$ cat config.mk
export PLATFORM = sky130hd
export DESIGN_NAME = gpr_wb_arbiter_flat
export DESIGN_NICKNAME = d
export VERILOG_FILES = /design/src/rtl/gpr_wb_arbiter_pkg.sv /design/src/rtl/gpr_wb_arbiter_if.sv /design/src/rtl/gpr_wb_arbiter_rr.sv /design/src/rtl/gpr_wb_arbiter.sv /design/src/flat_wrapper.sv
export SDC_FILE = /design/constraint.sdc
export NUM_CORES = 1
export LEC_CHECK = 0
export ABC_AREA = 1
export CAP_MARGIN = 40
export CORE_MARGIN = 1
export CORE_UTILIZATION = 40
export CTS_CLUSTER_SIZE = 12
export DETAILED_ROUTE_END_ITERATION = 12
export PLACE_DENSITY = 0.8
export SKIP_LAST_GASP = 1
export SLEW_MARGIN = 20
export SYNTH_ARGS = -nofsm -noshare
export SYNTH_HDL_FRONTEND = slang
export SYNTH_SLANG_ARGS = --single-unit
$ cat constraint.sdc
create_clock -name clk -period 1.1 [get_ports clk]
set_input_delay 0.11 -clock clk [delete_from_list [all_inputs] [get_ports clk]]
set_output_delay 0.11 -clock clk [all_outputs]
set_load 0.05 [all_outputs]
$ cat src/rtl/gpr_wb_arbiter_pkg.sv
// gpr_wb_pkg -- shared constants for the GPR write-back arbiter slice.
//   NREQ_DEF / AW_DEF / DW_DEF : default requester count, register address
//                                width and register data width.
//   REQ_ALU / REQ_MEM / REQ_MDU: requester index assignment (lower index has
//                                higher fixed priority).
//   ptrWidth()                 : width of an index into NREQ requesters
//                                (never less than one bit).
package gpr_wb_pkg;

   localparam int NREQ_DEF = 3;
   localparam int AW_DEF   = 5;
   localparam int DW_DEF   = 32;

   localparam int REQ_ALU  = 0;
   localparam int REQ_MEM  = 1;
   localparam int REQ_MDU  = 2;

   function automatic int ptrWidth(input int n);
      return (n > 1) ? $clog2(n) : 1;
   endfunction

endpackage

$ cat src/rtl/gpr_wb_arbiter_if.sv
// gpr_wb_arbiter_if -- bundle of every signal exchanged between the write-back
// arbiter and its surroundings (requesters, issue stage, hazard query, GPR
// write port).
//   req_valid/req_addr/req_data : per-requester write request (packed, req 0 in
//                                 the low slice), req_ready is the one-hot grant.
//   issue_valid/issue_reg       : destination register marked pending at issue.
//   flush                       : discard all pending state.
//   chk_reg1/chk_reg2, hazard   : source-register hazard query.
//   RegWrite/WriteRegister/WriteData : registered GPR write port.
// Modports: master = requesters/issue/GPR side, slave = the arbiter.
interface gpr_wb_arbiter_if
   import gpr_wb_pkg::*;
#(
   parameter int NREQ = NREQ_DEF,
   parameter int AW   = AW_DEF,
   parameter int DW   = DW_DEF
) ();

   logic [NREQ-1:0]    req_valid;
   logic [NREQ*AW-1:0] req_addr;
   logic [NREQ*DW-1:0] req_data;
   logic [NREQ-1:0]    req_ready;
   logic               issue_valid;
   logic [AW-1:0]      issue_reg;
   logic               flush;
   logic [AW-1:0]      chk_reg1;
   logic [AW-1:0]      chk_reg2;
   logic               hazard;
   logic               RegWrite;
   logic [AW-1:0]      WriteRegister;
   logic [DW-1:0]      WriteData;

   modport master (
      output req_valid, req_addr, req_data,
      output issue_valid, issue_reg, flush, chk_reg1, chk_reg2,
      input  req_ready, hazard, RegWrite, WriteRegister, WriteData
   );

   modport slave (
      input  req_valid, req_addr, req_data,
      input  issue_valid, issue_reg, flush, chk_reg1, chk_reg2,
      output req_ready, hazard, RegWrite, WriteRegister, WriteData
   );

endinterface

$ cat src/rtl/gpr_wb_arbiter_rr.sv
// wb_rr_arbiter -- grant selection for the write-back requesters.
// Configuration macro: GPR_WB_RR_ARB_EN
//   defined   : round-robin; the search starts one past the last granted
//               index, and the pointer only moves when a grant is given
//               (a grant always means acceptance, since it requires valid).
//   undefined : fixed priority, lowest index wins; no state, no clock port.
// Ports:
//   clk      : clock (round-robin build only)
//   rst      : synchronous active-high reset; forces grant to zero and
//              returns the pointer to NREQ-1 so requester 0 goes first
//   flush    : forces grant to zero
//   reqValid : per-requester request
//   grant    : one-hot grant (zero when nothing is granted)
module wb_rr_arbiter
   import gpr_wb_pkg::*;
#(
   parameter int NREQ = NREQ_DEF
) (
`ifdef GPR_WB_RR_ARB_EN
   input  logic            clk,
`endif
   input  logic            rst,
   input  logic            flush,
   input  logic [NREQ-1:0] reqValid,
   output logic [NREQ-1:0] grant
);

   localparam int PW = ptrWidth(NREQ);

   logic          found;
   logic [PW-1:0] cand;

`ifdef GPR_WB_RR_ARB_EN

   logic [PW-1:0] ptr;
   logic [PW-1:0] grantIdx;

   always_comb begin
      grant    = '0;
      grantIdx = '0;
      found    = 1'b0;
      cand     = '0;
      if (!rst && !flush) begin
         // Walk NREQ candidates starting just after the last winner.
         for (int k = 1; k <= NREQ; k++) begin
            cand = PW'((int'(ptr) + k) % NREQ);
            if (!found && reqValid[cand]) begin
               grant[cand] = 1'b1;
               grantIdx    = cand;
               found       = 1'b1;
            end
         end
      end
   end

   always_ff @(posedge clk) begin
      if (rst) begin
         ptr <= PW'(NREQ - 1);
      end else if (|grant) begin
         ptr <= grantIdx;
      end
   end

`else

   always_comb begin
      grant = '0;
      found = 1'b0;
      cand  = '0;
      if (!rst && !flush) begin
         for (int k = 0; k < NREQ; k++) begin
            cand = PW'(k);
            if (!found && reqValid[cand]) begin
               grant[cand] = 1'b1;
               found       = 1'b1;
            end
         end
      end
   end

`endif

endmodule

$ cat src/rtl/gpr_wb_arbiter.sv
// gpr_wb_arbiter -- arbitrates NREQ write-back requesters onto a single GPR
// write port and keeps a busy scoreboard of registers with writes in flight.
// Configuration macro: GPR_WB_RR_ARB_EN (round-robin instead of fixed
// priority; handled inside wb_rr_arbiter).
// Ports:
//   clk : clock, all state updates on the rising edge
//   rst : synchronous active-high reset
//   bus : gpr_wb_arbiter_if.slave -- requests/grant, issue marking, flush,
//         hazard query and the registered RegWrite/WriteRegister/WriteData.
// Behaviour notes:
//   - A grant in cycle N shows on the write port in cycle N+1 for one cycle.
//   - A write to register 0 is accepted but never raises RegWrite.
//   - The busy bit of the written register clears when RegWrite is seen;
//     an issue to the same register in that cycle wins.
module gpr_wb_arbiter
   import gpr_wb_pkg::*;
#(
   parameter int NREQ = NREQ_DEF,
   parameter int AW   = AW_DEF,
   parameter int DW   = DW_DEF
) (
   input  logic clk,
   input  logic rst,
   gpr_wb_arbiter_if.slave bus
);

   localparam int NREG = 2 ** AW;

   logic [NREQ-1:0] grant;
   logic            accept;
   logic [AW-1:0]   selAddr;
   logic [DW-1:0]   selData;

   logic            regWrite;
   logic [AW-1:0]   writeReg;
   logic [DW-1:0]   writeData;

   logic [NREG-1:0] busy;
   logic [NREG-1:0] busyNext;

   wb_rr_arbiter #(
      .NREQ     (NREQ)
   ) uArb (
`ifdef GPR_WB_RR_ARB_EN
      .clk      (clk),
`endif
      .rst      (rst),
      .flush    (bus.flush),
      .reqValid (bus.req_valid),
      .grant    (grant)
   );

   assign bus.req_ready = grant;
   assign accept        = |grant;

   // One-hot mux of the granted requester's address and data.
   always_comb begin
      selAddr = '0;
      selData = '0;
      for (int i = 0; i < NREQ; i++) begin
         if (grant[i]) begin
            selAddr = bus.req_addr[i*AW +: AW];
            selData = bus.req_data[i*DW +: DW];
         end
      end
   end

   // Write-port stage: flush reaches here as "no grant", so RegWrite drops.
   always_ff @(posedge clk) begin
      if (rst) begin
         regWrite  <= 1'b0;
         writeReg  <= '0;
         writeData <= '0;
      end else if (accept) begin
         regWrite  <= (selAddr != '0);
         writeReg  <= selAddr;
         writeData <= selData;
      end else begin
         regWrite  <= 1'b0;
      end
   end

   assign bus.RegWrite      = regWrite;
   assign bus.WriteRegister = writeReg;
   assign bus.WriteData     = writeData;

   // Scoreboard: clear first, then set, so a same-cycle set wins.
   always_comb begin
      busyNext = busy;
      if (regWrite) begin
         busyNext[writeReg] = 1'b0;
      end
      if (bus.issue_valid) begin
         busyNext[bus.issue_reg] = 1'b1;
      end
      busyNext[0] = 1'b0;
   end

   always_ff @(posedge clk) begin
      if (rst || bus.flush) begin
         busy <= '0;
      end else begin
         busy <= busyNext;
      end
   end

   assign bus.hazard = busy[bus.chk_reg1] | busy[bus.chk_reg2];

endmodule

$ cat src/flat_wrapper.sv
// flat-port wrapper written by rule: the top's interface ports become plain ports
module gpr_wb_arbiter_flat import gpr_wb_pkg::*;
#(
   parameter int NREQ = NREQ_DEF,
   parameter int AW   = AW_DEF,
   parameter int DW   = DW_DEF
)
  (clk, rst, bus_req_valid, bus_req_addr, bus_req_data, bus_issue_valid, bus_issue_reg, bus_flush, bus_chk_reg1, bus_chk_reg2, bus_req_ready, bus_hazard, bus_RegWrite, bus_WriteRegister, bus_WriteData);
  gpr_wb_arbiter_if #(.NREQ(NREQ), .AW(AW), .DW(DW)) bus_i ();
  input  logic clk;
  input  logic rst;
  input wire logic [$bits(bus_i.req_valid)-1:0] bus_req_valid;
  input wire logic [$bits(bus_i.req_addr)-1:0] bus_req_addr;
  input wire logic [$bits(bus_i.req_data)-1:0] bus_req_data;
  input wire logic [$bits(bus_i.issue_valid)-1:0] bus_issue_valid;
  input wire logic [$bits(bus_i.issue_reg)-1:0] bus_issue_reg;
  input wire logic [$bits(bus_i.flush)-1:0] bus_flush;
  input wire logic [$bits(bus_i.chk_reg1)-1:0] bus_chk_reg1;
  input wire logic [$bits(bus_i.chk_reg2)-1:0] bus_chk_reg2;
  output wire logic [$bits(bus_i.req_ready)-1:0] bus_req_ready;
  output wire logic [$bits(bus_i.hazard)-1:0] bus_hazard;
  output wire logic [$bits(bus_i.RegWrite)-1:0] bus_RegWrite;
  output wire logic [$bits(bus_i.WriteRegister)-1:0] bus_WriteRegister;
  output wire logic [$bits(bus_i.WriteData)-1:0] bus_WriteData;
  assign bus_i.req_valid = bus_req_valid;
  assign bus_i.req_addr = bus_req_addr;
  assign bus_i.req_data = bus_req_data;
  assign bus_i.issue_valid = bus_issue_valid;
  assign bus_i.issue_reg = bus_issue_reg;
  assign bus_i.flush = bus_flush;
  assign bus_i.chk_reg1 = bus_chk_reg1;
  assign bus_i.chk_reg2 = bus_chk_reg2;
  assign bus_req_ready = bus_i.req_ready;
  assign bus_hazard = bus_i.hazard;
  assign bus_RegWrite = bus_i.RegWrite;
  assign bus_WriteRegister = bus_i.WriteRegister;
  assign bus_WriteData = bus_i.WriteData;
  gpr_wb_arbiter #(.NREQ(NREQ), .AW(AW), .DW(DW)) u_core (.clk(clk), .rst(rst), .bus(bus_i));
endmodule
---- After elaboration in Yosys (flattened, before gate mapping) ----
Cells that the tools add are included.
word-level totals
  register bits after elaboration ......... 70
  latch bits .............................. 0
  memory bits (writable) .................. 0
  ROM bits ................................ 0
  output and inout bits ................... 42
  memories kept ........................... 0
cells by class
  $add $sub $neg .......................... 0
  $mul .................................... 0
  div/mod/pow operators ................... 0
  magnitude comparators ................... 6
  equal/unequal tests ..................... 0
  shift-type cells ........................ 0
  multiplexer cells ....................... 23
  bitwise operators ....................... 5
  reduce and logical (&&, ||, !) cells .... 13
operator list
  operator                                                                      number
  32-bit two-way mux                                                            5
  32-bit AND                                                                    1
  32-bit NOT                                                                    1
  32-bit OR                                                                     1
  5-bit by 6-bit less-than comparator with 1-bit output, second input constant  4
  5-bit two-way mux                                                             3
  1-bit binary-select mux with 5-bit select                                     2
  1-bit demux with 5-bit select                                                 2
  5-bit by 1-bit >= comparator with 1-bit output, second input constant         2
  1-bit two-way mux                                                             10
  1-bit logical AND                                                             5
  5-bit nonzero test                                                            1
  1-bit logical NOT                                                             4
  3-bit two-way mux                                                             1
  3-bit OR reduction                                                            1
  2-bit OR reduction                                                            1
  1-bit logical OR                                                              1
  1-bit NOT                                                                     1
  1-bit OR                                                                      1

---- Logic depth before layout (Yosys ltp) ----
  depth after elaboration ................. 15
  gate-level depth with buffers ........... 11

---- By module ----
A second synthesis with hierarchy kept.
unflattened totals
  cell total of the unflattened synthesis .. 628
  area total of the unflattened synthesis .. 3,938.8 um2
by module, submodules not included
  module          instances  cells each  area each (um2)
  gpr_wb_arbiter  1          620         3,907.5
  wb_rr_arbiter   1          8           31.3

---- Least setup slack after synthesis ----
No wires, ideal clock.
  path kind ............................... register -> register
  start point ............................. register u_core.regWrite (netlist: u_core.bus.RegWrite)
  end point ............................... register u_core.busy[11]
  library setup time ...................... 0.132 ns
  arrival time ............................ 1.181 ns
  required time ........................... 0.968 ns
  slack ................................... -0.213 ns
  stages on the path, launching flop included .. 4
  path buffers ............................ 0
  clock period less this slack ............ 1.313 ns
  cells stage by stage .................... dfxtp_1 > nand3_1 > o21ai_0 > a21oi_1
on the way
  longest elaborated chain between the ends .. 3
ends and longest elaborated chain
  item                      RTL line               RTL
  start: declaration        gpr_wb_arbiter.sv:34   logic regWrite;
  start signal: assignment  gpr_wb_arbiter.sv:75   regWrite <= (selAddr != '0);
  32-bit two-way mux (*)    gpr_wb_arbiter.sv:90   if (regWrite) begin
  32-bit OR (no line)       n/a
  32-bit two-way mux (*)    gpr_wb_arbiter.sv:93   if (bus.issue_valid) begin
  end signal: assignment    gpr_wb_arbiter.sv:103  busy <= busyNext;
  end: declaration          gpr_wb_arbiter.sv:38   logic [NREG-1:0] busy;
Mark *: on every way between the ends. The rest lies on a longest branch, timed or not.
A chain may end at the register's enable or synchronous reset.

---- Worst setup path after layout ----
  start point ............................. input bus_chk_reg1[1]
  end point ............................... output bus_hazard
on the way
  longest elaborated chain between the ends .. 3
ends and longest elaborated chain
  item                                       RTL line               RTL
  start: declaration                         flat_wrapper.sv:18     input wire logic [$bits(bus_i.chk_reg1)-1:0] bus_chk_reg1;
  1-bit binary-select mux with 5-bit select  gpr_wb_arbiter.sv:107  assign bus.hazard = busy[bus.chk_reg1] | busy[bus.chk_reg2];
  1-bit two-way mux (implied by the code)    gpr_wb_arbiter.sv:107
  1-bit OR                                   gpr_wb_arbiter.sv:107
  end: declaration                           flat_wrapper.sv:21     output wire logic [$bits(bus_i.hazard)-1:0] bus_hazard;
No other way between the ends. The select of a mux whose other input is x is not followed.

==> flow_summary_export.csv <==
group,metric,value,unit
run_status,status,"complete, but fails checks",
run_status,violations,"negative setup slack",
sta,hold_violations,0,
sta,min_period_over_period,141.8,%
clock_tree,cts_max_level,3,
detailed_routing,wl_met1,6039,um
critical_path,cp_max_fo,8,
global_routing,first_global_vias,5146,
synth,synth_area,3839,um^2
sta,holdWs,215.2,ps
cells_and_area,fin_area,7039,um^2
detailed_routing,avgViaCountPerCell,5.470,
sta,fmax,641.0,MHz
cells_and_area,area_growth,83.38,%
cells_and_area,drive_above_1_share,25.86,%
sta,setup_slack,-460.0,ps
sta,rsz0062_at_grt,"true",
clock_tree,cts_sinks,69,
global_routing,antenna_found_initial,1,
sta,skew,10.74,ps
sta,drv_slew,0,
die,start_util,41.35,%
synth,synth_area_leader_cell,"dfxtp_1",
min_path,hp-class,"in2reg",
placement,dp.cells,915,
sta,finalSetupTns,-570.1,ps
detailed_routing,top_layer_used,"met4",
sta,relSlewSlack,64.65,%
detailed_routing,wl_met2,8835,um
placement,placed_area,6399,um^2
clock_tree,tritoncts,"built",
sta,tightest_slew,526.3,ps
job,maxCapViolCount,0,
die,core,9284,um^2
clock_tree,clk_pin_slew,90,ps
detailed_routing,vias,5175,
cells_and_area,utilization,75.82,%
power_and_ir_drop,power_density,1102,nW/um^2
power_and_ir_drop,power_leakage,2.836,nW
global_routing,grt_start_max_net_pins,32,
detailed_routing,post_drt_wl_per_cell,18.10,um
synth,synthCells,596,
die,rows,35,
critical_path,end_kind,"primary output",
global_routing,track_usage,32.72,%
clock_tree,clk_path_buf_depth,2,
die,fp.dieW,99.96,um
detailed_routing,totalWireLength,17120,um
clock_tree,cts_buffers,9,
power_and_ir_drop,ir_drop,0.0009816,V
critical_path,required,990,ps
critical_path,start_kind,"input pin",
synth,ys_warn_count,0,
detailed_routing,dr.pass1.iters,5,
die,die_h,99.96,um
synth,synth_top_area_share,35.98,%
global_routing,grt_pass1_wl,25180,um
sta,setup-violations-final,5,
synth,synth-seq-area-share,35.98,%
cells_and_area,n_fill_cell,615,
placement,hpwl,12050,um
detailed_routing,drc,0,
placement,dp_slack,-581.1,ps
placement,place_congestion,0.9332,
synth,yosys-top-cells-area,"dfxtp_1 (36%), nand2_1 (25%), nand3_1 (8.6%)",
detailed_routing,dr_wl_met3,1505,um
synth,synth_nets,729,
die,ios,175,
critical_path,path_class,"in2out",
clock_tree,insertion_delay,360,ps
detailed_routing,drt_iter0_markers,255,
sta,fin_crit,1560,ps
synth,avgSynthCellArea,6.441,um^2
clock_tree,clockRootBuffer,"clkbuf_8",
power_and_ir_drop,finalPower,7.760,mW
die,die_area,9992,um^2
detailed_routing,postRouteAntennaNets,0,
placement,port_buffers,174,
cells_and_area,final_nets,944,
synth,synthDistinctLibCells,23,
critical_path,crit_arrival,1450,ps
global_routing,grt_overflow,0,
synth,ys_seq_elements,69,
cells_and_area,instances_no_fill,946,
==> where the power goes <==
part / switching, mW / total [mW] / internal, mW / leakage (nW)
Sequential: 0.156 / 2.78 / 2.62 / 0.580
Clock: 1.10 / 2.62 / 1.52 / 0.120
Combinational: 1.14 / 2.37 / 1.22 / 2.14
==> path summary, 6_finish.rpt <==
path                                     from                          end  slack (ps)  depth (start not counted)
hold reg to reg               u_core.busy[27]              u_core.busy[27]         490                          2
setup / recovery              bus_chk_reg1[1]                   bus_hazard        -460                          9
hold / removal                            rst  u_core.bus.WriteRegister[2]         220                          5
setup reg to reg  u_core.bus.WriteRegister[1]               u_core.busy[9]         -50                          5
==> routing by layer <==
| layer | track usage (%) | vias up |
|---|---|---|
| met5 | 0 | - |
| met3 | 8.565 | 70 |
| met4 | 13.24 | 0 |
| met1 | 34.44 | 2386 |
| met2 | 61.54 | 309 |
| li1 | - | 2410 |
==> synth_stat cells (all sizes together) <==
| cell type | n |
|---|---|
| o21ai | 36 |
| dfxtp | 69 |
| nor2 | 8 |
| a21oi | 34 |
| inv | 51 |
| nand4 | 1 |
| nor3 | 9 |
| o211ai | 1 |
| nand2 | 257 |
| buf | 24 |
| o2111ai | 32 |
| clkbuf | 5 |
| nand3 | 69 |
==> logic make-up (layout without fill, tap and decap cells) <==
logic type / count (synthesis) / count (layout) / synth area share (%)
buf+inv: 80 / 299 / 9.974
flops: 69 / 69 / 35.98
compound gates: 103 / 103 / 16.82
simple gates: 344 / 345 / 37.22
other cells: 0 / 1 / 0
==> layout make-up <==
| class | count | area (um^2) | area share, % |
|---|---|---|---|
| Antenna cell | 1 | 2.502 | 0.03555 |
| Clock buffer | 9 | 123.9 | 1.760 |
| Clock inverter | 7 | 123.9 | 1.760 |
| Inverter | 51 | 210.2 | 2.986 |
| Multi-Input combinational cell | 448 | 2251 | 31.98 |
| Sequential cell | 69 | 1435 | 20.39 |
| Tap cell | 129 | 161.4 | 2.293 |
| Timing Repair Buffer | 232 | 2731 | 38.80 |
==> cell usage in the layout (no fill, tap or decap), types with 4 or more instances in the layout <==
cell type and n:
nand2_2 4, dlygate4sd2_1 6, o21ai_0 17, nand2_1 252, inv_1 30, dfxtp_1 38, o2111ai_1 32, buf_6 7
nand3_2 26, nand3_1 41, o21ai_1 19, clkdlybuf4s50_1 121, nor3_1 7, a21oi_1 31, buf_12 49, inv_2 14
clkbuf_8 9, inv_4 6, dfxtp_2 25, nor2_1 6, buf_4 41, dfxtp_4 6
==> critical path, stage by stage <==
cell and delay [ps]:
clkdlybuf4s50_1 490, buf_4 180, nand3_1 100, nand3_1 90, nand3_1 110, nand3_2 110
nand2_2 70, nand2_4 60, buf_12 130
==> repair_timing <==
action | CTS | global route
endpoints found under the setup margin | 53 | 43
resized for setup | 66 | 63
setup buffers | 11 | 1
cloned | 0 | 2
hold buffers | 0 | 0
pin swaps | 7 | 8
==> registers in the layout, summed over array words and instances (netlist names) <==
name	cells
u_core.bus.RegWrite	1
u_core.bus.WriteData	32
u_core.bus.WriteRegister	5
u_core.busy	31
Power figures use the tool's default switching activity.
